==> src/rtl/alu_serial_seq.sv <==
// alu_serial_seq: bit-serial ALU sequencer driving one external 1-bit ALU slice.
// It latches the operands and the control word, then walks the slice LSB first,
// one bit per clock. The carry is chained through carry_q, and the slice result
// bits are collected in a shift register.
// SLT takes two passes. The first pass is a subtraction that produces the
// overflow-corrected sign. The second pass uses the slice Less input to
// build the 0/1 result word.
// Optional feature: define ALU_OVERFLOW_EN to build the registered Overflow flag.
// Without it, Overflow is tied to 0.
module alu_serial_seq #(
    parameter int WIDTH = 24
) (
    input  logic             Clock,
    input  logic             Reset,
    input  logic             Start,
    input  logic [2:0]       ALUCtrl,
    input  logic [WIDTH-1:0] A,
    input  logic [WIDTH-1:0] B,
    output logic             Busy,
    output logic             Done,
    output logic [WIDTH-1:0] Result,
    output logic             Zero,
    output logic             Overflow,
    output logic             SliceA,
    output logic             SliceB,
    output logic             SliceCIN,
    output logic             SliceBInvert,
    output logic             SliceLess,
    output logic [1:0]       SliceOp,
    input  logic             SliceResult,
    input  logic             SliceCarryOut
);

    localparam int IDX_W = (WIDTH > 1) ? $clog2(WIDTH) : 1;
    localparam logic [IDX_W-1:0] LAST_IDX = IDX_W'(WIDTH - 1);

    localparam logic [1:0] OP_AND = 2'b00;
    localparam logic [1:0] OP_OR  = 2'b01;
    localparam logic [1:0] OP_ADD = 2'b10;
    localparam logic [1:0] OP_SLT = 2'b11;

    typedef enum logic [1:0] {
        IDLE    = 2'b00,
        RUN     = 2'b01,
        SETPASS = 2'b10,
        DONE    = 2'b11
    } state_t;

    state_t state;
    state_t state_nxt;

    // Latched request.
    logic [WIDTH-1:0] a_q;
    logic [WIDTH-1:0] b_q;
    logic [2:0]       ctrl_q;

    // Serial datapath state.
    logic [IDX_W-1:0] idx;
    logic             carry_q;
    logic             set_q;
    logic [WIDTH-1:0] shreg;
    logic [WIDTH-1:0] shreg_nxt;

    logic is_slt;
    logic last_bit;
    logic msb_ovf;
    logic accept;

    assign is_slt   = (ctrl_q[1:0] == OP_SLT);
    assign last_bit = (idx == LAST_IDX);
    // Signed overflow of the first pass: carry into the MSB differs from carry out.
    assign msb_ovf  = carry_q ^ SliceCarryOut;
    assign accept   = (state == IDLE) && Start;

    // The shift register with the bit currently on the slice merged in.
    always_comb begin
        shreg_nxt      = shreg;
        shreg_nxt[idx] = SliceResult;
    end

    // State register.
    always_ff @(posedge Clock) begin
        if (Reset) begin
            state <= IDLE;
        end else begin
            state <= state_nxt;
        end
    end

    // Next-state logic plus status and slice drive. Every Slice* output idles at 0.
    always_comb begin
        state_nxt    = state;
        Busy         = 1'b1;
        Done         = 1'b0;
        SliceA       = 1'b0;
        SliceB       = 1'b0;
        SliceCIN     = 1'b0;
        SliceBInvert = 1'b0;
        SliceLess    = 1'b0;
        SliceOp      = OP_AND;
        case (state)
            IDLE: begin
                Busy = 1'b0;
                if (Start) begin
                    state_nxt = RUN;
                end
            end
            RUN: begin
                SliceA   = a_q[idx];
                SliceB   = b_q[idx];
                SliceCIN = carry_q;
                if (is_slt) begin
                    // The first SLT pass is a plain A-B.
                    SliceOp      = OP_ADD;
                    SliceBInvert = 1'b1;
                end else begin
                    SliceOp      = ctrl_q[1:0];
                    SliceBInvert = ctrl_q[2];
                end
                if (last_bit) begin
                    state_nxt = is_slt ? SETPASS : DONE;
                end
            end
            SETPASS: begin
                SliceOp   = OP_SLT;
                SliceLess = (idx == '0) & set_q;
                if (last_bit) begin
                    state_nxt = DONE;
                end
            end
            DONE: begin
                Done      = 1'b1;
                state_nxt = IDLE;
            end
            default: begin
                state_nxt = IDLE;
            end
        endcase
    end

    // Operand latch, serial bit walk, and the Result/Zero update on entry to DONE.
    always_ff @(posedge Clock) begin
        if (Reset) begin
            a_q     <= '0;
            b_q     <= '0;
            ctrl_q  <= '0;
            idx     <= '0;
            carry_q <= 1'b0;
            set_q   <= 1'b0;
            shreg   <= '0;
            Result  <= '0;
            Zero    <= 1'b0;
        end else begin
            case (state)
                IDLE: begin
                    if (accept) begin
                        a_q     <= A;
                        b_q     <= B;
                        ctrl_q  <= ALUCtrl;
                        idx     <= '0;
                        // SLT subtracts on its first pass, so it needs carry-in 1.
                        carry_q <= ALUCtrl[2] | (ALUCtrl[1:0] == OP_SLT);
                    end
                end
                RUN: begin
                    carry_q <= SliceCarryOut;
                    shreg   <= shreg_nxt;
                    idx     <= idx + IDX_W'(1);
                    if (last_bit) begin
                        if (is_slt) begin
                            // Take the sign of A-B, corrected by overflow.
                            set_q <= SliceResult ^ msb_ovf;
                            idx   <= '0;
                        end else begin
                            Result <= shreg_nxt;
                            Zero   <= (shreg_nxt == '0);
                        end
                    end
                end
                SETPASS: begin
                    shreg <= shreg_nxt;
                    idx   <= idx + IDX_W'(1);
                    if (last_bit) begin
                        Result <= shreg_nxt;
                        Zero   <= (shreg_nxt == '0);
                    end
                end
                default: begin
                end
            endcase
        end
    end

`ifdef ALU_OVERFLOW_EN
    // The overflow flag is reported only for ADD/SUB. It is held until the next completion.
    always_ff @(posedge Clock) begin
        if (Reset) begin
            Overflow <= 1'b0;
        end else if (state == RUN && last_bit && !is_slt) begin
            Overflow <= (ctrl_q[1:0] == OP_ADD) & msb_ovf;
        end else if (state == SETPASS && last_bit) begin
            Overflow <= 1'b0;
        end
    end
`else
    assign Overflow = 1'b0;
`endif

endmodule

==> config.mk <==
export PLATFORM = sky130hd
export DESIGN_NAME = alu_serial_seq
export DESIGN_NICKNAME = d
export VERILOG_FILES = /design/src/rtl/alu_serial_seq.sv
export SDC_FILE = /design/constraint.sdc
export NUM_CORES = 1
export LEC_CHECK = 0
export CORE_ASPECT_RATIO = 0.7
export CORE_MARGIN = 4
export CORE_UTILIZATION = 40
export CTS_BUF_LIST = sky130_fd_sc_hd__clkbuf_8
export DETAILED_ROUTE_END_ITERATION = 16
export GPL_TIMING_DRIVEN = 1
export PLACE_DENSITY = 0.67
export SLEW_MARGIN = 30
export SYNTH_ARGS = -nofsm -noshare
export SYNTH_HDL_FRONTEND = slang
export SYNTH_SLANG_ARGS = --single-unit
==> constraint.sdc <==
create_clock -name Clock -period 2.2 [get_ports Clock]
set_input_delay 0.44 -clock Clock [delete_from_list [all_inputs] [get_ports Clock]]
set_output_delay 0.44 -clock Clock [all_outputs]
set_load 0.05 [all_outputs]
==> results of run 1 <==
-- registers in the layout, indices dropped and copies added, names as in the netlist --
name	flops
b_q	24
ctrl_q	3
Zero	1
set_q	1
Result	24
shreg	24
a_q	24
state	2
carry_q	1
idx	5
-- placed cells by master, fill, tap and decap left out, drive strengths merged, types with 3 or more instances in the layout --
cell and n:
a211oi 45, a21oi 61, and2 3, and3 3
and4bb 4, buf 64, clkbuf 10, clkdlybuf4s50 79
dfxtp 109, ha 9, inv 9, mux2i 29
mux4 13, nand2 110, nand4 5, nand4b 9
nor2 64, nor3 4, nor4 3, nor4b 5
nor4bb 8, o21ai 4
-- power by group through the flow --
| stage | clock (mW) | combinational (mW) | sequential [mW] |
|---|---|---|---|
| 2_1_floorplan | 0 | 1.61 | 2.48 |
| 3_3_place_gp | 0 | 2.33 | 2.54 |
| 3_5_place_dp | 0 | 2.39 | 2.56 |
| 4_1_cts | 1.34 | 2.47 | 2.53 |
| 5_1_grt | 1.41 | 2.77 | 2.57 |
| 6_report | 1.31 | 2.48 | 2.53 |
-- metal layers --
metal | share of wire [%] | wire [um] | vias up | track usage [%]
li1 | - | - | 2232 | -
met1 | 51 | 6530 | 2040 | 27.5
met2 | 43 | 5430 | 100 | 26.3
met3 | 4.8 | 607 | 15 | 4.29
met4 | 1.5 | 186 | 0 | 5.53
met5 | 0 | 0 | - | 0
-- cell families (layout without fill, tap and decap cells) --
logic type,after synthesis,after routing,synth area share (%)
compound gates,122,122,15.1
xor+xnor,2,2,0.350
fa+ha+maj,9,9,2.25
buf+inv,58,166,4.95
flops,109,109,43.6
mux,42,42,11.9
other cells,1,1,0.0749
simple gates,229,229,21.7
-- per-stage QoR --
step | util [%] | worst slack (ns) | cells | setup TNS, ns | cell area (um^2)
after global placement | 53.6 | -0.140 | 821 | -0.198 | 6420
after global routing | 56.1 | -0.510 | 837 | -2.80 | 6720
final | 56.1 | -0.430 | 837 | -1.14 | 6720
after CTS | 56.1 | -0.446 | 837 | -1.21 | 6710
after detailed placement | 53.6 | -0.242 | 821 | -0.367 | 6420
after floorplan | - | 0.00779 | 572 | 0 | 5020
-- cell type report --
class,instances,area (um^2)
timing repair buffer,143,1420
clock buffer,10,138
sequential,109,2190
clock inverter,6,77.6
inverter,7,26.3
tap,157,196
multi-input combinational,405,2670
fill,1044,5260
-- worst paths after layout --
kind	startpoint	endpoint	slack (ns)	depth (start not counted)
setup / recovery	idx[0]	SliceA	-0.43	4
hold / removal	a_q[8]	a_q[8]	0.46	2
setup reg to reg	idx[0]	Zero	-0.09	7
hold reg to reg	a_q[8]	a_q[8]	0.46	2
-- timing repair --
item | in CTS | in global routing
resized for setup | 23 | 5
setup endpoints to repair | 8 | 34
pin swaps | 0 | 1
-- critical path: stages (launching register included) --
cell and delay (ns):
dfxtp_4 0.42, mux4_2 0.51, mux4_2 0.49, a31o_4 0.24, buf_6 0.15
==> results by group, run 1 <==
Setup path
  • Crit end category: primary output
  • WP data required: about 1.8 ns
  • Kind of critical path: flip-flop to primary output
  • Startpoint Class: flip-flop
  • Worst-path fanout max: 6
  • Crit path DAT: around 2.2 ns

Layout
  • Synth-to-layout area growth: 34.2%
  • Layout Nets: 740
  • N_diodes: 0
  • Fraction of layout cells with a size suffix above 1: approximately 18%

Power and ir drop
  • Switching power: ~2.4 mW
  • VDD IR-drop max: 0.679 mV
  • Combinational power share: 39.3%
  • P per Cell Area: ~940 nW/um^2
  • Internal power: 3.97 mW
  • Clock power frac: between 20% and 30%
  • Overall power: 6.32 mW
  • Share of power burned in registers: 40.1%
  • Standby leakage power: ~2.4 nW
  • Switch share: between 30% and 40%

Outcome
  • Failing checks: negative setup slack
  • Outcome: finished, violations left

STA
  • Hold WS: 0.461 ns
  • Slew Viols, Final: 0
  • RSZ-0062 raised after global routing: yes
  • Max Clk Rate: roughly 380 MHz
  • Final Hold Fails: 0
  • Slew HR: approximately two thirds
  • Fin crit share: 120%
  • Final setup viols: 4
  • Min Tclk post-route: between 2 and 3 ns
  • Worst Tran Pin Value: a little over 0.5 ns
  • Setup ws final: -0.430 ns
  • Setup Skew: roughly 0.011 ns

Yosys
  • Post-synth ARST share: 0%
  • Post-Syn Area: 5010 um^2
  • Sequential-to-total area share from yosys stat: between 40 and 50%
  • Main synth FF type: dfxtp_1
  • Post-synth top cells: nand2_1, dfxtp_1, nor2_1
  • Dominant cell type by area after synthesis: dfxtp_1
  • Syn nets: ~640
  • Area contributors post-synth: dfxtp_1, nand2_1, a211oi_1
  • Post-synth EDFFs: 0
  • Synth Instances: approximately 570
  • #FFs+latches synth: ~110
  • Mean Syn Cell Area: between 8 and 9 um^2
  • Ys Warns: 0
  • Area fraction of the dominant cell type after synthesis: 43.6%
  • Post-synth cell types: 46
  • Leading cell type by number of instances after synthesis: nand2_1

Detailed routing
  • DR vias: roughly 4,400
  • 1st-pass router iterations: 4
  • WL per Instance: between 15 and 20 um
  • Drt first-iter violations: 341
  • Vias per std cell: 5.24
  • Routed WL: between 10,000 and 15,000 um
  • # DRC: 0
  • Remaining antenna violation count: 0

Floorplanning
  • Initial Util: a little over two fifths
  • Die H: about 100 um
  • Io pins: 91
  • Die area: 14,400 um^2
  • Row count: 33
  • Die W: 142 um
  • Core Region: between 10,000 and 15,000 um^2

Clocking
  • CTS max path bufs: 2
  • Post-CTS Setup Repair Bufs: 0
  • Clk root buf: clkbuf_8
  • Clk_lat worst skew: just under 0.4 ns
  • CTS tree: yes
  • CTS H-tree lvls: 3
  • TritonCTS buffer count: 9
  • CTS Hold Buffers Added: 0
  • Clock-pin slew on the worst setup and hold paths: ~0.11 ns
  • Sink Count: roughly 110

GRT
  • First-pass GRT wire length: 21,500 um
  • GRT Total Usage: approximately 18%
  • Initial antenna violation count: 0
  • Vias in the first global route: around 4,200
  • Largest net degree at the start of global routing: 52
  • Gr ovfl total: 0

Placed design
  • Post-DP HPWL: 9200 um
  • IO Port Bufs: 89
  • RePlAce Congestion: 0.830

Flow run
  • Maxcap violations: 0

Hold path
  • Hold Crit Class: flip-flop to flip-flop
No activity file was read; power rests on OpenSTA's default activity.
==> run 2: changes to the inputs <==
--- a/config.mk
+++ b/config.mk
@@ -5,13 +5,14 @@
 export SDC_FILE = /design/constraint.sdc
 export NUM_CORES = 1
 export LEC_CHECK = 0
+export ABC_AREA = 1
 export CORE_ASPECT_RATIO = 0.7
 export CORE_MARGIN = 4
-export CORE_UTILIZATION = 40
+export CORE_UTILIZATION = 45
 export CTS_BUF_LIST = sky130_fd_sc_hd__clkbuf_8
 export DETAILED_ROUTE_END_ITERATION = 16
 export GPL_TIMING_DRIVEN = 1
-export PLACE_DENSITY = 0.67
+export PLACE_DENSITY = 0.73
 export SLEW_MARGIN = 30
 export SYNTH_ARGS = -nofsm -noshare
 export SYNTH_HDL_FRONTEND = slang
==> results by group, run 2 <==
Outcome
  • Outcome: finished, violations left
  • Failing checks: negative setup slack

Yosys
  • Area fraction of the dominant cell type after synthesis: approximately two fifths
  • Sequential-to-total area share from yosys stat: 41.6%
  • Dominant cell type by area after synthesis: dfxtp_1
  • #FFs+latches synth: about 110
  • Ys Warns: 0
  • Leading cell type by number of instances after synthesis: nor2_1
  • Synth Instances: around 760
  • Post-synth top cells: nor2_1, nand2_1, dfxtp_1
  • Post-Syn Area: around 5300 um^2
  • Syn nets: 822
  • Main synth FF type: dfxtp_1
  • Area contributors post-synth: dfxtp_1, nor2_1, o21ai_0
  • Post-synth EDFFs: 0
  • Post-synth ARST share: 0%
  • Post-synth cell types: 37
  • Mean Syn Cell Area: 6.94 um^2

GRT
  • Vias in the first global route: between 4,000 and 5,000
  • First-pass GRT wire length: approximately 24,000 um
  • Largest net degree at the start of global routing: 97
  • GRT Total Usage: 21.7%
  • Initial antenna violation count: 0
  • Gr ovfl total: 0

Detailed routing
  • Met1 WL: about 7000 um
  • 1st-pass router iterations: 5
  • DR vias: ~5,300
  • Routed length on met2: 6350 um
  • # DRC: 0
  • Remaining antenna violation count: 0
  • Routed WL: between 10,000 and 15,000 um
  • DR top layer: met4
  • WL per Instance: 14.6 um
  • Drt first-iter violations: ~370
  • Vias per std cell: between 5 and 6
  • Met3 routed WL: about 1000 um

STA
  • Slew Viols, Final: 0
  • Min Tclk post-route: about 2.3 ns
  • Final setup viols: 2
  • Setup ws final: -0.122 ns
  • Final Hold Fails: 0
  • Setup Skew: between 0.009 and 0.01 ns
  • Worst Tran Pin Value: around 0.56 ns
  • Slew HR: between 60% and 70%
  • Fin crit share: 106%
  • RSZ-0062 raised after global routing: yes
  • Max Clk Rate: about 430 MHz

Floorplanning
  • Die H: between 90 and 100 um
  • Row count: 32
  • Die area: 13,500 um^2
  • Core Region: between 10,000 and 15,000 um^2
  • Initial Util: a little under half
  • Io pins: 91
  • Die W: approximately 140 um

Layout
  • Leading cell types in the layout, fill and taps excluded: nor2_1, nand2_1, dfxtp_1, o21ai_0, clkdlybuf4s50_1
  • Fillcell total: about 1,000
  • Final core utilization: 60.1%
  • Commonest non-fill, non-tap cell in the layout: nor2_1
  • Layout Nets: 902
  • N_diodes: 0
  • Synth-to-layout area growth: 28.4%
  • Fraction of layout cells with a size suffix above 1: around an eighth
  • Non-filler cells, final: about 1,000

Clocking
  • CTS Hold Buffers Added: 0
  • Clk_lat worst skew: approximately 0.38 ns
  • Clock-pin slew on the worst setup and hold paths: about 0.10 ns
  • TritonCTS buffer count: 9
  • Sink Count: about 110
  • CTS max path bufs: 2
  • CTS tree: yes
  • Clk root buf: clkbuf_8
  • CTS H-tree lvls: 3

Power and ir drop
  • P per Cell Area: around 1000 nW/um^2
  • Standby leakage power: between 2 and 3 nW
  • VDD IR-drop max: around 0.8 mV

Setup path
  • Register-to-Register Path Depth: 13
  • Worst-path fanout max: 12
  • Reg2Reg Setup Slack: 0.13 ns
  • Kind of critical path: flip-flop to primary output
  • WP data required: ~1.8 ns
  • Crit path DAT: approximately 1.9 ns
  • Crit end category: primary output
  • Startpoint Class: flip-flop

Placed design
  • RePlAce Congestion: slightly above 0.9
  • Placed Cells: roughly 970
  • Post-DP HPWL: ~10,000 um
  • IO Port Bufs: 89

Hold path
  • Hold Crit Class: flip-flop to flip-flop
  • Hold path depth: 2

Flow run
  • Maxcap violations: 0
run 2: path summary, 6_finish.rpt:
kind / start / to
min: a_q[6] / a_q[6]
max reg2reg: idx[0] / Zero
min reg2reg: a_q[6] / a_q[6]
max: idx[0] / SliceB
run 2: critical path: stages (launching register included):
cell and delay [ns]:
dfxtp_4 0.39, buf_6 0.14, o21ai_0 0.21, o22ai_2 0.14, nand2_1 0.08, nand2_1 0.06, nor2_1 0.15, a31oi_2 0.14
buf_6 0.18
run 2: layout make-up:
cell class / instances / area [um^2] / share of cell area [%]
Clock inverter: 6 / 63.8 / 0.947
Inverter: 68 / 269 / 3.99
Multi-Input combinational cell: 529 / 2660 / 39.4
Sequential cell: 109 / 2200 / 32.6
Clock buffer: 10 / 138 / 2.04
Timing Repair Buffer: 120 / 1230 / 18.2
Tap cell: 153 / 191 / 2.84
run 2: per-stage QoR:
stage | hold slack [ns] | setup slack [ns] | cell area [um^2] | TNS [ns] | power [mW]
after global routing | 0.510 | -0.235 | 6740 | -0.428 | 7.39
after global placement | 0.461 | 0.0238 | 6310 | 0 | 5.22
after CTS | 0.492 | -0.145 | 6650 | -0.272 | 6.76
after floorplan | 0.449 | 0.0442 | 5270 | 0 | 4.52
final | 0.489 | -0.122 | 6740 | -0.239 | 6.90
after detailed placement | 0.466 | 0.0434 | 6310 | 0 | 5.35
run 2: power breakdown:
group	switching (mW)	internal, mW	leakage, nW
registers	0.265	2.40	0.898
logic	1.84	1.15	1.92
clock network	0.681	0.556	0.104
total	2.79	4.11	2.93
run 2: kinds of logic after synthesis:
logic type / count (synthesis) / synth area share, %
AO/OA/AOI/OAI: 186 / 19.4
XOR/XNOR: 2 / 0.334
adder cells (fa/ha/maj): 9 / 2.14
buffers and inverters: 119 / 9.91
flip-flops: 109 / 41.6
other: 1 / 0.0714
AND/OR/NAND/NOR: 331 / 26.6
run 2: timing repair:
item / CTS / global route
endpoints found under the setup margin: 5 / 6
cloned: 1 / 0
pin swaps: 3 / 9
buffers inserted: 4 / 2
resized for setup: 30 / 32
run 2: layer usage:
| layer | vias to the layer above | track usage, % |
|---|---|---|
| met3 | 21 | 5.46 |
| met2 | 183 | 32.1 |
| li1 | 2628 | - |
| met1 | 2456 | 31.3 |
| met4 | 0 | 5.60 |
| met5 | - | 0 |
==> run 3: changes to the inputs <==
--- a/config.mk
+++ b/config.mk
@@ -6,7 +6,6 @@
 export NUM_CORES = 1
 export LEC_CHECK = 0
 export ABC_AREA = 1
-export CORE_ASPECT_RATIO = 0.7
 export CORE_MARGIN = 4
 export CORE_UTILIZATION = 45
 export CTS_BUF_LIST = sky130_fd_sc_hd__clkbuf_8
==> results by group, run 3 (synthesis gave the netlist of run 2 again) <==
Detailed routing
  • # DRC: 0
  • WL per Instance: between 10 and 15 um
  • Routed WL: approximately 14,000 um
  • DR vias: 5,116
  • Vias per std cell: 5.20
  • Drt first-iter violations: around 320
  • 1st-pass router iterations: 5
  • Remaining antenna violation count: 0

Placed design
  • Post-DP HPWL: 9730 um
  • Post-Place Worst Slack: approximately 0.077 ns
  • RePlAce Congestion: just under 0.9
  • IO Port Bufs: just under 90

STA
  • Max Clk Rate: around 440 MHz
  • RSZ-0062 raised after global routing: yes
  • Setup TNS: -0.0988 ns
  • Worst Tran Pin Value: around 0.55 ns
  • Fin crit share: 103%
  • Slew HR: between 60 and 70%
  • Final Hold Fails: 0
  • Setup Skew: roughly 0.013 ns
  • Setup ws final: -0.0576 ns
  • Final setup viols: 2
  • Slew Viols, Final: 0
  • Min Tclk post-route: ~2.3 ns

Clocking
  • Clk root buf: clkbuf_8
  • CTS H-tree lvls: 3
  • Clk_lat worst skew: approximately 0.4 ns
  • CTS tree: yes
  • TritonCTS buffer count: 9
  • CTS Hold Buffers Added: 0
  • Clock-pin slew on the worst setup and hold paths: 0.11 ns
  • CTS max path bufs: 2
  • Sink Count: between 100 and 150

Flow run
  • Maxcap violations: 0

Floorplanning
  • Initial Util: between 40% and 50%
  • Die W: 116 um
  • Die area: between 10,000 and 15,000 um^2
  • Row count: 39
  • Io pins: 91
  • Die H: roughly 120 um
  • Core Region: between 10,000 and 15,000 um^2

Setup path
  • Worst-path fanout max: 24
  • Crit path DAT: between 1.5 and 2 ns
  • Kind of critical path: flip-flop to primary output
  • Startpoint Class: flip-flop
  • Crit end category: primary output
  • WP data required: ~1.8 ns

Power and ir drop
  • Standby leakage power: slightly below 3 nW
  • P per Cell Area: 1000 nW/um^2
  • VDD IR-drop max: between 0.6 and 0.7 mV

GRT
  • Largest net degree at the start of global routing: ~50
  • Vias in the first global route: 4,777
  • GRT Total Usage: between 20% and 30%
  • First-pass GRT wire length: ~22,000 um
  • Initial antenna violation count: 0
  • Gr ovfl total: 0

Layout
  • Commonest non-fill, non-tap cell in the layout: nor2_1
  • Layout Nets: about 900
  • N_diodes: 0
  • Leading cell types in the layout, fill and taps excluded: nor2_1, nand2_1, dfxtp_1, o21ai_0, clkdlybuf4s50_1
  • Fraction of layout cells with a size suffix above 1: a little under an eighth
  • Synth-to-layout area growth: 28.3%

Hold path
  • Hold Crit Class: flip-flop to flip-flop

Outcome
  • Outcome: finished, violations left
  • Failing checks: negative setup slack
==> run 3: metrics by stage <==
| stage | utilization [%] | power, mW | instance area (um^2) | hold WS [ns] | instances |
|---|---|---|---|---|---|
| 2_1_floorplan | - | 4.52 | 5270 | 0.449 | 757 |
| 5_1_grt | 59.0 | 7.27 | 6740 | 0.514 | 984 |
| 6_report | 59.0 | 6.75 | 6740 | 0.492 | 984 |
| 4_1_cts | 57.8 | 6.57 | 6600 | 0.496 | 980 |
| 3_5_place_dp | 55.5 | 5.31 | 6340 | 0.469 | 964 |
| 3_3_place_gp | 55.5 | 5.24 | 6340 | 0.461 | 964 |
==> run 3: worst paths after layout <==
path / from / endpoint / slack [ns] / cells after the start
worst min register to register: shreg[12] / shreg[12] / 0.49 / 2
worst min-delay path: shreg[12] / shreg[12] / 0.49 / 2
worst max register to register: idx[0] / Zero / 0.16 / 12
worst max-delay path: idx[0] / SliceB / -0.06 / 8
==> run 3: area by class of cell <==
class                      count  area [um^2]
timing repair buffer         119         1270
tap                          143          179
sequential                   109         2200
clock inverter                 7         65.1
inverter                      68          272
fill                        1075         4680
clock buffer                   9          124
multi-input combinational    529         2630
==> run 3: power by group <==
group          switching [mW]  internal [mW]  total, mW
sequential              0.254           2.40       2.66
clock                   0.747          0.440       1.19
combinational            1.76           1.14       2.90
==> run 3: routing by layer <==
layer	track usage [%]	wire [um]	share of wire [%]
met1	28.2	6400	46
met3	3.03	774	5.6
met5	0	0	0
met2	32.4	6440	46
met4	8.04	278	2.0
==> run 3: critical path: stages, from the launching register on <==
cell,delay [ns]
dfxtp_4,0.40
buf_12,0.16
o21ai_0,0.13
o22ai_1,0.16
nand2_1,0.07
nand2_1,0.07
nor2_1,0.05
a31oi_2,0.19
buf_6,0.19
==> run 3: repair_timing <==
action / in CTS / in global routing
buffers inserted: 0 / 1
endpoints found under the setup margin: 5 / 6
pin swaps: 1 / 3
resized for setup: 30 / 22
cloned: 0 / 3
